`config.mk`:
```
export PLATFORM = sky130hd
export DESIGN_NAME = m_dram_arbiter_n_flat
export DESIGN_NICKNAME = d
export VERILOG_FILES = /design/src/rtl/m_dram_arbiter_n_if.sv /design/src/rtl/m_dram_arbiter_n.sv /design/src/flat_wrapper.sv
export SDC_FILE = /design/constraint.sdc
export NUM_CORES = 1
export LEC_CHECK = 0
export ABC_AREA = 1
export CAP_MARGIN = 10
export CORE_MARGIN = 3
export CORE_UTILIZATION = 44
export DETAILED_ROUTE_END_ITERATION = 10
export PLACE_DENSITY_LB_ADDON = 0.08
export SETUP_SLACK_MARGIN = 0.4
export SYNTH_ARGS = -nofsm -noshare
export SYNTH_HDL_FRONTEND = slang
export SYNTH_SLANG_ARGS = --single-unit
```
`constraint.sdc`:
```
create_clock -name CLK -period 1.4 [get_ports CLK]
set_input_delay 0.28 -clock CLK [delete_from_list [all_inputs] [get_ports CLK]]
set_output_delay 0.28 -clock CLK [all_outputs]
set_load 0.02 [all_outputs]
```
`src/rtl/m_dram_arbiter_n_if.sv`:
```
// Bus bundle between the hart MMU ports, the arbiter and the shared DRAM controller port.
// The arbiter uses the slave view; the multi-hart top (or a bench) drives the master view.
interface m_dram_arbiter_n_if #(
  parameter int NHARTS = 2,
  parameter int AW     = 32,
  parameter int DW     = 32
);
  localparam int GW = (NHARTS > 1) ? $clog2(NHARTS) : 1;

  logic [NHARTS*AW-1:0] w_hart_addr;
  logic [NHARTS*DW-1:0] w_hart_wdata;
  logic [NHARTS-1:0]    w_hart_we_t;
  logic [NHARTS-1:0]    w_hart_le;
  logic [NHARTS*3-1:0]  w_hart_ctrl;
  logic [NHARTS-1:0]    w_hart_lock;
  logic [NHARTS*DW-1:0] w_hart_odata;
  logic [NHARTS-1:0]    w_hart_busy;
  logic [AW-1:0]        w_dram_addr;
  logic [DW-1:0]        w_dram_wdata;
  logic                 w_dram_we_t;
  logic                 w_dram_le;
  logic [2:0]           w_dram_ctrl;
  logic [DW-1:0]        w_dram_odata;
  logic                 w_dram_busy;
  logic [GW-1:0]        w_grant;

  modport slave (
    input  w_hart_addr, w_hart_wdata, w_hart_we_t, w_hart_le, w_hart_ctrl, w_hart_lock,
    input  w_dram_odata, w_dram_busy,
    output w_hart_odata, w_hart_busy,
    output w_dram_addr, w_dram_wdata, w_dram_we_t, w_dram_le, w_dram_ctrl, w_grant
  );

  modport master (
    output w_hart_addr, w_hart_wdata, w_hart_we_t, w_hart_le, w_hart_ctrl, w_hart_lock,
    output w_dram_odata, w_dram_busy,
    input  w_hart_odata, w_hart_busy,
    input  w_dram_addr, w_dram_wdata, w_dram_we_t, w_dram_le, w_dram_ctrl, w_grant
  );
endinterface

```
`src/rtl/m_dram_arbiter_n.sv`:
```
// Round-robin N-hart arbiter onto a single DRAM controller port, with grant hold
// for locked (AMO) sequences and per-hart registered read data.
//
// state   | meaning
// S_IDLE  | choose next hart (lock owner first, else round-robin after rr_q)
// S_ISSUE | one-cycle downstream le/we_t strobe with the granted hart's fields
// S_WAIT  | skip one cycle, then wait for downstream busy low; capture read data
// S_DONE  | retire request, advance rr_q, sample lock of the granted hart
module m_dram_arbiter_n #(
  parameter int NHARTS = 2,
  parameter int AW     = 32,
  parameter int DW     = 32
) (
  input  logic CLK,
  input  logic RST_X,
  m_dram_arbiter_n_if.slave bus
);
  localparam int GW = (NHARTS > 1) ? $clog2(NHARTS) : 1;

  typedef enum logic [1:0] {S_IDLE, S_ISSUE, S_WAIT, S_DONE} state_e;

  state_e                   state_q;
  logic [NHARTS-1:0]        pend_q;
  logic [NHARTS-1:0]        wr_q;
  logic [NHARTS-1:0][AW-1:0] addr_q;
  logic [NHARTS-1:0][DW-1:0] wdata_q;
  logic [NHARTS-1:0][2:0]   ctrl_q;
  logic [NHARTS-1:0][DW-1:0] odata_q;
  logic [GW-1:0]            grant_q;
  logic [GW-1:0]            rr_q;
  logic                     lock_valid_q;
  logic                     wait_first_q;
  logic [AW-1:0]            dram_addr_q;
  logic [DW-1:0]            dram_wdata_q;
  logic [2:0]               dram_ctrl_q;
  logic                     dram_le_q;
  logic                     dram_we_q;

  logic [NHARTS-1:0][AW-1:0] hart_addr;
  logic [NHARTS-1:0][DW-1:0] hart_wdata;
  logic [NHARTS-1:0][2:0]   hart_ctrl;

  assign hart_addr  = bus.w_hart_addr;
  assign hart_wdata = bus.w_hart_wdata;
  assign hart_ctrl  = bus.w_hart_ctrl;

  logic          pick_vld_d;
  logic [GW-1:0] pick_idx_d;
  logic [GW:0]   cand;

  // Scan from farthest to nearest so the hart right after rr_q wins.
  always_comb begin
    pick_vld_d = 1'b0;
    pick_idx_d = '0;
    cand       = '0;
    if (lock_valid_q) begin
      pick_vld_d = pend_q[rr_q];
      pick_idx_d = rr_q;
    end else begin
      for (int k = NHARTS; k >= 1; k--) begin
        cand = {1'b0, rr_q} + (GW+1)'(k);
        if (cand >= (GW+1)'(NHARTS)) cand = cand - (GW+1)'(NHARTS);
        if (pend_q[cand[GW-1:0]]) begin
          pick_vld_d = 1'b1;
          pick_idx_d = cand[GW-1:0];
        end
      end
    end
  end

  always_ff @(posedge CLK) begin
    if (!RST_X) begin
      state_q      <= S_IDLE;
      pend_q       <= '0;
      wr_q         <= '0;
      addr_q       <= '0;
      wdata_q      <= '0;
      ctrl_q       <= '0;
      odata_q      <= '0;
      grant_q      <= '0;
      rr_q         <= GW'(NHARTS - 1);
      lock_valid_q <= 1'b0;
      wait_first_q <= 1'b0;
      dram_addr_q  <= '0;
      dram_wdata_q <= '0;
      dram_ctrl_q  <= '0;
      dram_le_q    <= 1'b0;
      dram_we_q    <= 1'b0;
    end else begin
      dram_le_q <= 1'b0;
      dram_we_q <= 1'b0;
      for (int i = 0; i < NHARTS; i++) begin
        if (!pend_q[i] && (bus.w_hart_le[i] || bus.w_hart_we_t[i])) begin
          pend_q[i]  <= 1'b1;
          wr_q[i]    <= bus.w_hart_we_t[i];
          addr_q[i]  <= hart_addr[i];
          wdata_q[i] <= hart_wdata[i];
          ctrl_q[i]  <= hart_ctrl[i];
        end
      end
      case (state_q)
        S_IDLE: begin
          if (pick_vld_d) begin
            grant_q      <= pick_idx_d;
            dram_addr_q  <= addr_q[pick_idx_d];
            dram_wdata_q <= wdata_q[pick_idx_d];
            dram_ctrl_q  <= ctrl_q[pick_idx_d];
            dram_le_q    <= !wr_q[pick_idx_d];
            dram_we_q    <= wr_q[pick_idx_d];
            state_q      <= S_ISSUE;
          end
        end
        S_ISSUE: begin
          wait_first_q <= 1'b1;
          state_q      <= S_WAIT;
        end
        S_WAIT: begin
          // Downstream busy only rises the cycle after the strobe.
          if (wait_first_q) begin
            wait_first_q <= 1'b0;
          end else if (!bus.w_dram_busy) begin
            if (!wr_q[grant_q]) odata_q[grant_q] <= bus.w_dram_odata;
            state_q <= S_DONE;
          end
        end
        S_DONE: begin
          pend_q[grant_q] <= 1'b0;
          rr_q            <= grant_q;
          lock_valid_q    <= bus.w_hart_lock[grant_q];
          state_q         <= S_IDLE;
        end
        default: state_q <= S_IDLE;
      endcase
    end
  end

  assign bus.w_hart_odata = odata_q;
  assign bus.w_hart_busy  = pend_q;
  assign bus.w_dram_addr  = dram_addr_q;
  assign bus.w_dram_wdata = dram_wdata_q;
  assign bus.w_dram_ctrl  = dram_ctrl_q;
  assign bus.w_dram_le    = dram_le_q;
  assign bus.w_dram_we_t  = dram_we_q;
  assign bus.w_grant      = grant_q;
endmodule

```
`src/flat_wrapper.sv`:
```
// flat-port wrapper written by rule: the top's interface ports become plain ports
module m_dram_arbiter_n_flat 
#(
  parameter int NHARTS = 2,
  parameter int AW     = 32,
  parameter int DW     = 32
)
  (CLK, RST_X, bus_w_hart_addr, bus_w_hart_wdata, bus_w_hart_we_t, bus_w_hart_le, bus_w_hart_ctrl, bus_w_hart_lock, bus_w_dram_odata, bus_w_dram_busy, bus_w_hart_odata, bus_w_hart_busy, bus_w_dram_addr, bus_w_dram_wdata, bus_w_dram_we_t, bus_w_dram_le, bus_w_dram_ctrl, bus_w_grant);
  m_dram_arbiter_n_if #(.NHARTS(NHARTS), .AW(AW), .DW(DW)) bus_i ();
  input  logic CLK;
  input  logic RST_X;
  input wire logic [$bits(bus_i.w_hart_addr)-1:0] bus_w_hart_addr;
  input wire logic [$bits(bus_i.w_hart_wdata)-1:0] bus_w_hart_wdata;
  input wire logic [$bits(bus_i.w_hart_we_t)-1:0] bus_w_hart_we_t;
  input wire logic [$bits(bus_i.w_hart_le)-1:0] bus_w_hart_le;
  input wire logic [$bits(bus_i.w_hart_ctrl)-1:0] bus_w_hart_ctrl;
  input wire logic [$bits(bus_i.w_hart_lock)-1:0] bus_w_hart_lock;
  input wire logic [$bits(bus_i.w_dram_odata)-1:0] bus_w_dram_odata;
  input wire logic [$bits(bus_i.w_dram_busy)-1:0] bus_w_dram_busy;
  output wire logic [$bits(bus_i.w_hart_odata)-1:0] bus_w_hart_odata;
  output wire logic [$bits(bus_i.w_hart_busy)-1:0] bus_w_hart_busy;
  output wire logic [$bits(bus_i.w_dram_addr)-1:0] bus_w_dram_addr;
  output wire logic [$bits(bus_i.w_dram_wdata)-1:0] bus_w_dram_wdata;
  output wire logic [$bits(bus_i.w_dram_we_t)-1:0] bus_w_dram_we_t;
  output wire logic [$bits(bus_i.w_dram_le)-1:0] bus_w_dram_le;
  output wire logic [$bits(bus_i.w_dram_ctrl)-1:0] bus_w_dram_ctrl;
  output wire logic [$bits(bus_i.w_grant)-1:0] bus_w_grant;
  assign bus_i.w_hart_addr = bus_w_hart_addr;
  assign bus_i.w_hart_wdata = bus_w_hart_wdata;
  assign bus_i.w_hart_we_t = bus_w_hart_we_t;
  assign bus_i.w_hart_le = bus_w_hart_le;
  assign bus_i.w_hart_ctrl = bus_w_hart_ctrl;
  assign bus_i.w_hart_lock = bus_w_hart_lock;
  assign bus_i.w_dram_odata = bus_w_dram_odata;
  assign bus_i.w_dram_busy = bus_w_dram_busy;
  assign bus_w_hart_odata = bus_i.w_hart_odata;
  assign bus_w_hart_busy = bus_i.w_hart_busy;
  assign bus_w_dram_addr = bus_i.w_dram_addr;
  assign bus_w_dram_wdata = bus_i.w_dram_wdata;
  assign bus_w_dram_we_t = bus_i.w_dram_we_t;
  assign bus_w_dram_le = bus_i.w_dram_le;
  assign bus_w_dram_ctrl = bus_i.w_dram_ctrl;
  assign bus_w_grant = bus_i.w_grant;
  m_dram_arbiter_n #(.NHARTS(NHARTS), .AW(AW), .DW(DW)) u_core (.CLK(CLK), .RST_X(RST_X), .bus(bus_i));
endmodule
```
# Yosys cells after proc, flatten, opt, wreduce, memory -nomap -nowiden
# Index checks and enable logic that the tools add are counted.
[word_totals]
reg_bits = 277
latchBits = 0
mem_bits_rw = 0
romBits = 0
word_cells = 101
mem_count = 0
[op_classes]
add_sub_neg = 4
n_mul = 0
n_div = 0
order_cmp = 8
eq_ne = 6
shift = 0
muxes = 43
n_bitwise = 5
reduce_logical = 14
[ops]
columns = ["op", "count"]
rows = [
  ["2-to-1 mux 32 bit", 5],
  ["bitwise mux 64 bit", 1],
  ["demux 32 bit (select 1 bit)", 1],
  ["2-to-1 mux 1 bit", 27],
  ["< comparator 1 x 2 -> 1 bit (second input constant)", 5],
  ["2-to-1 mux 2 bit", 4],
  ["one-hot mux 2 bit (4 select lines)", 1],
  ["2-to-1 mux 3 bit", 2],
  ["AND reduction 3 bit", 2],
  ["equality test 2 bit (second input constant)", 2],
  [">= comparator 2 bit (second input constant)", 2],
  ["!= test 2 bit (second input constant)", 2],
  ["AND reduction 4 bit", 1],
  ["logical AND 1 bit", 3],
  ["zero test 1 bit", 3],
  ["inverter 1 bit", 3],
  ["adder 1 x 1 -> 2 bit (second input constant)", 1],
  ["adder 1 x 2 -> 2 bit (second input constant)", 1],
  ["AND 2 bit", 1],
  ["equality test 2 x 1 -> 1 bit (second input constant)", 1],
  ["zero test 2 bit", 1],
  ["logical OR 1 bit", 2],
  ["!= test 2 x 1 -> 1 bit (second input constant)", 1],
  ["inverter 2 bit", 1],
  ["other kinds (6)", 7],
]

# Longest topological paths before layout
[logic_depth]
word_depth = 12
ltp_mapped = 10
mapped_depth_nobuf = 8

# Worst setup path after synthesis
# Ideal clock, no wire load.
[synth_timing]
path_kind = "register to register"
from = "register u_core.grant_q, in the netlist u_core.bus.w_grant"
to = "register u_core.odata_q, in the netlist u_core.bus.w_hart_odata[53]"
arrival_time_ns = 1.307
setup_slack_ns = -0.022
path_stages_with_launch = 9
n_path_buf = 3
synth_period_minus_slack_ns = 1.422
cell_sequence = "dfxtp_1 > buf_2 > o21ai_0 > nor2_1 > buf_2 > buf_2 > nand3_1 > nand2_1 > nor2_1"
[synth_between]
elab_chain_cells = 5
word_cells_on_any_way = 10
cone_classes = "order compare: 2; mux: 5; bitwise: 1; reduce/logical: 2"
[synth_lines]
columns = ["item", "line_no", "rtl"]
rows = [
  ["start: declaration", "m_dram_arbiter_n.sv:29", "logic [GW-1:0] grant_q;"],
  ["start signal: assignment", "m_dram_arbiter_n.sv:104", "grant_q <= pick_idx_d;"],
  ["< comparator 1 x 2 -> 1 bit (implied by the code) / >= comparator 1 bit (equally long branches)", "m_dram_arbiter_n.sv:122", "if (!wr_q[grant_q]) odata_q[grant_q] <= bus.w_dram_odata;"],
  ["logical AND 1 bit (implied by the code)", "m_dram_arbiter_n.sv:122", ""],
  ["2-to-1 mux 32 bit (implied by the code)", "m_dram_arbiter_n.sv:122", ""],
  ["demux 32 bit (select 1 bit)", "--", ""],
  ["bitwise mux 64 bit", "m_dram_arbiter_n.sv:122", ""],
  ["end signal: indexed assignment", "m_dram_arbiter_n.sv:122", ""],
  ["end: declaration", "m_dram_arbiter_n.sv:28", "logic [NHARTS-1:0][DW-1:0] odata_q;"],
]
# Several ways; a longest one is shown, not always the timed one. The select of a mux whose other input is x is not followed.
# A chain may end at the register's enable or synchronous reset.

# Worst setup path in the final report
[layout_timing]
from = "register u_core.state_q[0]"
to = "register u_core.odata_q, in the netlist u_core.bus.w_hart_odata[42]"
[layout_between]
elab_chain_cells = 2
[layout_lines]
columns = ["item", "line_no", "rtl"]
rows = [
  ["start: declaration", "m_dram_arbiter_n.sv:22", "state_e state_q;"],
  ["start signal: assignment", "m_dram_arbiter_n.sv:73", "state_q <= S_IDLE;"],
  ["start signal: assignment", "m_dram_arbiter_n.sv:110", "state_q <= S_ISSUE;"],
  ["start signal: assignment", "m_dram_arbiter_n.sv:115", "state_q <= S_WAIT;"],
  ["equality test 2 bit", "m_dram_arbiter_n.sv:101", "case (state_q)"],
  ["AND reduction 4 bit (no source line)", "--", ""],
]
# No other way between the ends.

==> flow_summary.json <==
{
  "run_status": "finished, violations left",
  "violations": "negative setup slack",
  "share_of_cells_above_drive_strength_1_pct": 37.9,
  "cts_buffer_depth": 3,
  "cpMaxStageDelayCell": "sky130_fd_sc_hd__dfxtp_2",
  "clk_latency_ps": 560,
  "critical_path.cell_chain": "inv_4 -> ha_4 -> nand2_4 -> nor2_4 -> buf_12 -> buf_12 -> clkbuf_16 -> nand3_2 -> nand2_1 -> nor2_1",
  "max_freq_mhz": 627,
  "number_of_remaining_drc_errors": 0,
  "timing.slew.headroom_pct": 62.8,
  "detail_route.vias_per_cell": 5.35,
  "yosysWarningCount": 0,
  "final-max-slew-violation-count": 0,
  "finalWorstPathRequiredPeriod_ps": 1600,
  "met3_wire_length_mm": 3.95,
  "sequential_cell_area_fraction_in_the_yosys_report_pct": 47.6,
  "fin_worst_skew_ps": 18.6,
  "cts_root_buffer": "sky130_fd_sc_hd__clkbuf_16",
  "worst-endpoint-arrival_ps": 2020,
  "max-cap-violations": 0,
  "groute.usage.overall_pct": 24.7,
  "grt_pass1_vias": 11300,
  "rsz0062_at_grt": "true",
  "critical-path-max-stage-delay_ps": 330,
  "post_synth_most_frequent_cells": "sky130_fd_sc_hd__nor2_1 (347), sky130_fd_sc_hd__nand2_1 (286), sky130_fd_sc_hd__dfxtp_1 (277), sky130_fd_sc_hd__a21oi_1 (196), sky130_fd_sc_hd__inv_1 (176)",
  "hold_violations": 0,
  "floorplan.rows": 58,
  "worst_ir_drop_vdd_uv": 1300,
  "finalHoldWorstSlack_ps": 128,
  "number_of_drc_markers_after_the_initial_detailed_route_iteration": 1255,
  "effective_utilization_at_floorplan_pct": 45.5,
  "grt_pass1_wl_mm": 58.3,
  "worstSetupEndpointType": "register",
  "synthMostInstantiatedCell": "sky130_fd_sc_hd__nor2_1",
  "globalRouteOverflowTotal": 0,
  "synth.distinct_cells": 21,
  "num_io_pins": 311,
  "detail_route.wirelength_mm": 45.8,
  "edff_count_synth": 0,
  "largest_net_degree_at_the_start_of_global_routing": 58,
  "post_synthesis_cells": 1708,
  "finalSetupViolCount": 68,
  "die_area_mm2": 0.0285,
  "fp.dieW_um": 169,
  "drt_pass_1_iters": 7,
  "fin_crit_sh_pct": 114,
  "final_ws_setup_ps": -195,
  "ys_seq_elements": 277,
  "via_count": 13000,
  "dr_wl_met2_mm": 22.3,
  "route.layer.met1.wl_mm": 18.0,
  "floorplan.die.height_um": 169,
  "drtAntennaViolNets": 0,
  "rrSetupSlack_ps": -200,
  "grt_antenna_before_repair": 5,
  "finalNetCount": 2264,
  "yosys.area.top_type": "sky130_fd_sc_hd__dfxtp_1",
  "synth_top_flop_cell": "sky130_fd_sc_hd__dfxtp_1",
  "clkSlewWorstSetupHoldPaths_ps": 60,
  "clock_tree.htree_level_count": 1,
  "critical_path.max_fanout": 6,
  "ys_top_cells_by_area": "sky130_fd_sc_hd__dfxtp_1 (48%), sky130_fd_sc_hd__nor2_1 (11%), sky130_fd_sc_hd__nand2_1 (9.2%)",
  "synth_top_area_share_pct": 47.6,
  "timing.critical_path.required_ps": 1830,
  "highest-signal-layer": "met5",
  "leakage_nw": 8.65,
  "cts_tree": "done",
  "holdPathStages": 3,
  "most_common_cell_on_crit_path": "sky130_fd_sc_hd__buf_12",
  "worst-slew-pin-transition_ps": 559,
  "preCtsSetupSlack_ps": -276,
  "route.detailed.wl_per_inst_um": 18.8,
  "asr_flop_ratio_synth_pct": 0,
  "area_growth_syn_to_layout_pct": 73.7,
  "port_buffers": 310,
  "min_path_type": "in -> reg",
  "numClockSinks": 277,
  "setup.worst_path.class": "reg -> reg",
  "fillerInstances": 1728,
  "routabilityCongestion": 0.818,
  "placeableCoreArea_mm2": 0.0256,
  "place.detailed.hpwl_mm": 22.3,
  "syn-mean-instance-area_um2": 6.83,
  "category_of_the_worst_setup_path_launch_point": "register",
  "synth_nets": 1887,
  "power_per_cell_area_mw_per_mm2": 1660,
  "cell_area_synth_mm2": 0.0117,
  "cts_buffers": 29,
  "r2r.worst_path.cells": 10
}
## per-layer routing
metal / vias up / GRT usage (%)
li1: 6142 / -
met1: 6164 / 31.7
met2: 606 / 41.9
met3: 123 / 5.37
met4: 8 / 6.97
met5: - / 0
## registers in the layout, summed over array words and instances (netlist names)
| name | flops |
|---|---|
| u_core.ctrl_q | 6 |
| u_core.bus.w_dram_we_t | 1 |
| u_core.bus.w_grant | 1 |
| u_core.state_q | 2 |
| u_core.addr_q | 64 |
| u_core.wait_first_q | 1 |
| u_core.bus.w_dram_addr | 32 |
| u_core.bus.w_hart_odata | 64 |
| u_core.rr_q | 1 |
| u_core.bus.w_dram_wdata | 32 |
| u_core.bus.w_dram_le | 1 |
| u_core.lock_valid_q | 1 |
| u_core.wdata_q | 64 |
| u_core.bus.w_hart_busy | 2 |
| u_core.wr_q | 2 |
| u_core.bus.w_dram_ctrl | 3 |
## stage by stage
stage	total power, mW	setup TNS (ps)	instance area (um^2)	std cells	utilization, %
floorplan	16.8	0	12200	1708	-
global placement	20.8	-39690	15600	2270	61.1
detailed placement	21.0	-43690	15600	2270	61.1
CTS	31.3	-268	18200	2363	70.9
global route	35.2	-11700	20300	2437	79.1
finish	33.6	-2870	20300	2437	79.1
## logic make-up after synthesis
group	after synthesis	share of synthesized area (%)
adders and majority gates	4	0.429
DFF	277	47.6
buffers and inverters	310	10.6
AOI/OAI and AO/OA	347	15.1
and+or+nand+nor	770	26.3
## worst max-delay path: cells and delay by family, from the launching register on
family                   cells  cell delay [ps]
buffers and inverters        4              530
flip-flops                   1              330
adder cells (fa/ha/maj)      1              150
AND/OR/NAND/NOR              5              480
## power by group
group          total [mW]  switching, mW  leakage, nW  internal [mW]
logic                15.6           8.23         5.87           7.36
registers            10.6           1.00         2.34           9.55
clock network        7.44           3.24        0.443           4.20
## area by class of cell
class	count	area (um^2)	area share, %
repair inverters	2	27.5	0.136
multi-input cells	1121	6380	31.5
repair buffers	474	6090	30.1
clock buffers	42	815	4.02
flip-flops and latches	277	5740	28.3
diodes	1	2.50	0.0124
inverters	180	709	3.50
clock inverters	10	81.3	0.401
well taps	330	413	2.04
## final timing paths
check / from / end
worst max-delay path: u_core.state_q[0] / u_core.bus.w_hart_odata[42]
worst min-delay path: RST_X / u_core.bus.w_dram_addr[19]
worst max register to register: u_core.state_q[0] / u_core.bus.w_hart_odata[42]
worst min register to register: u_core.addr_q[59] / u_core.addr_q[59]
## layout by cell type, fill, tap and decap left out, drive strengths merged
master	count
clkinv	8
nor2	347
clkinvlp	1
buf	273
diode	1
bufinv	1
inv	182
nand3	135
nand2	287
o211ai	1
ha	4
a21boi	3
clkdlybuf4s50	173
o21ai	142
nor2b	1
dfxtp	277
a21oi	199
clkbuf	70
a31oi	2
## repair_timing
action                                  in CTS  in global routing
cloned                                      14                 49
endpoints found under the setup margin     412                413
setup buffers                               27                 24
hold buffers                                 0                  0
pin swaps                                   55                 53
resized for setup                         1110                261
Note: power is estimated with default switching activity, not from simulation.
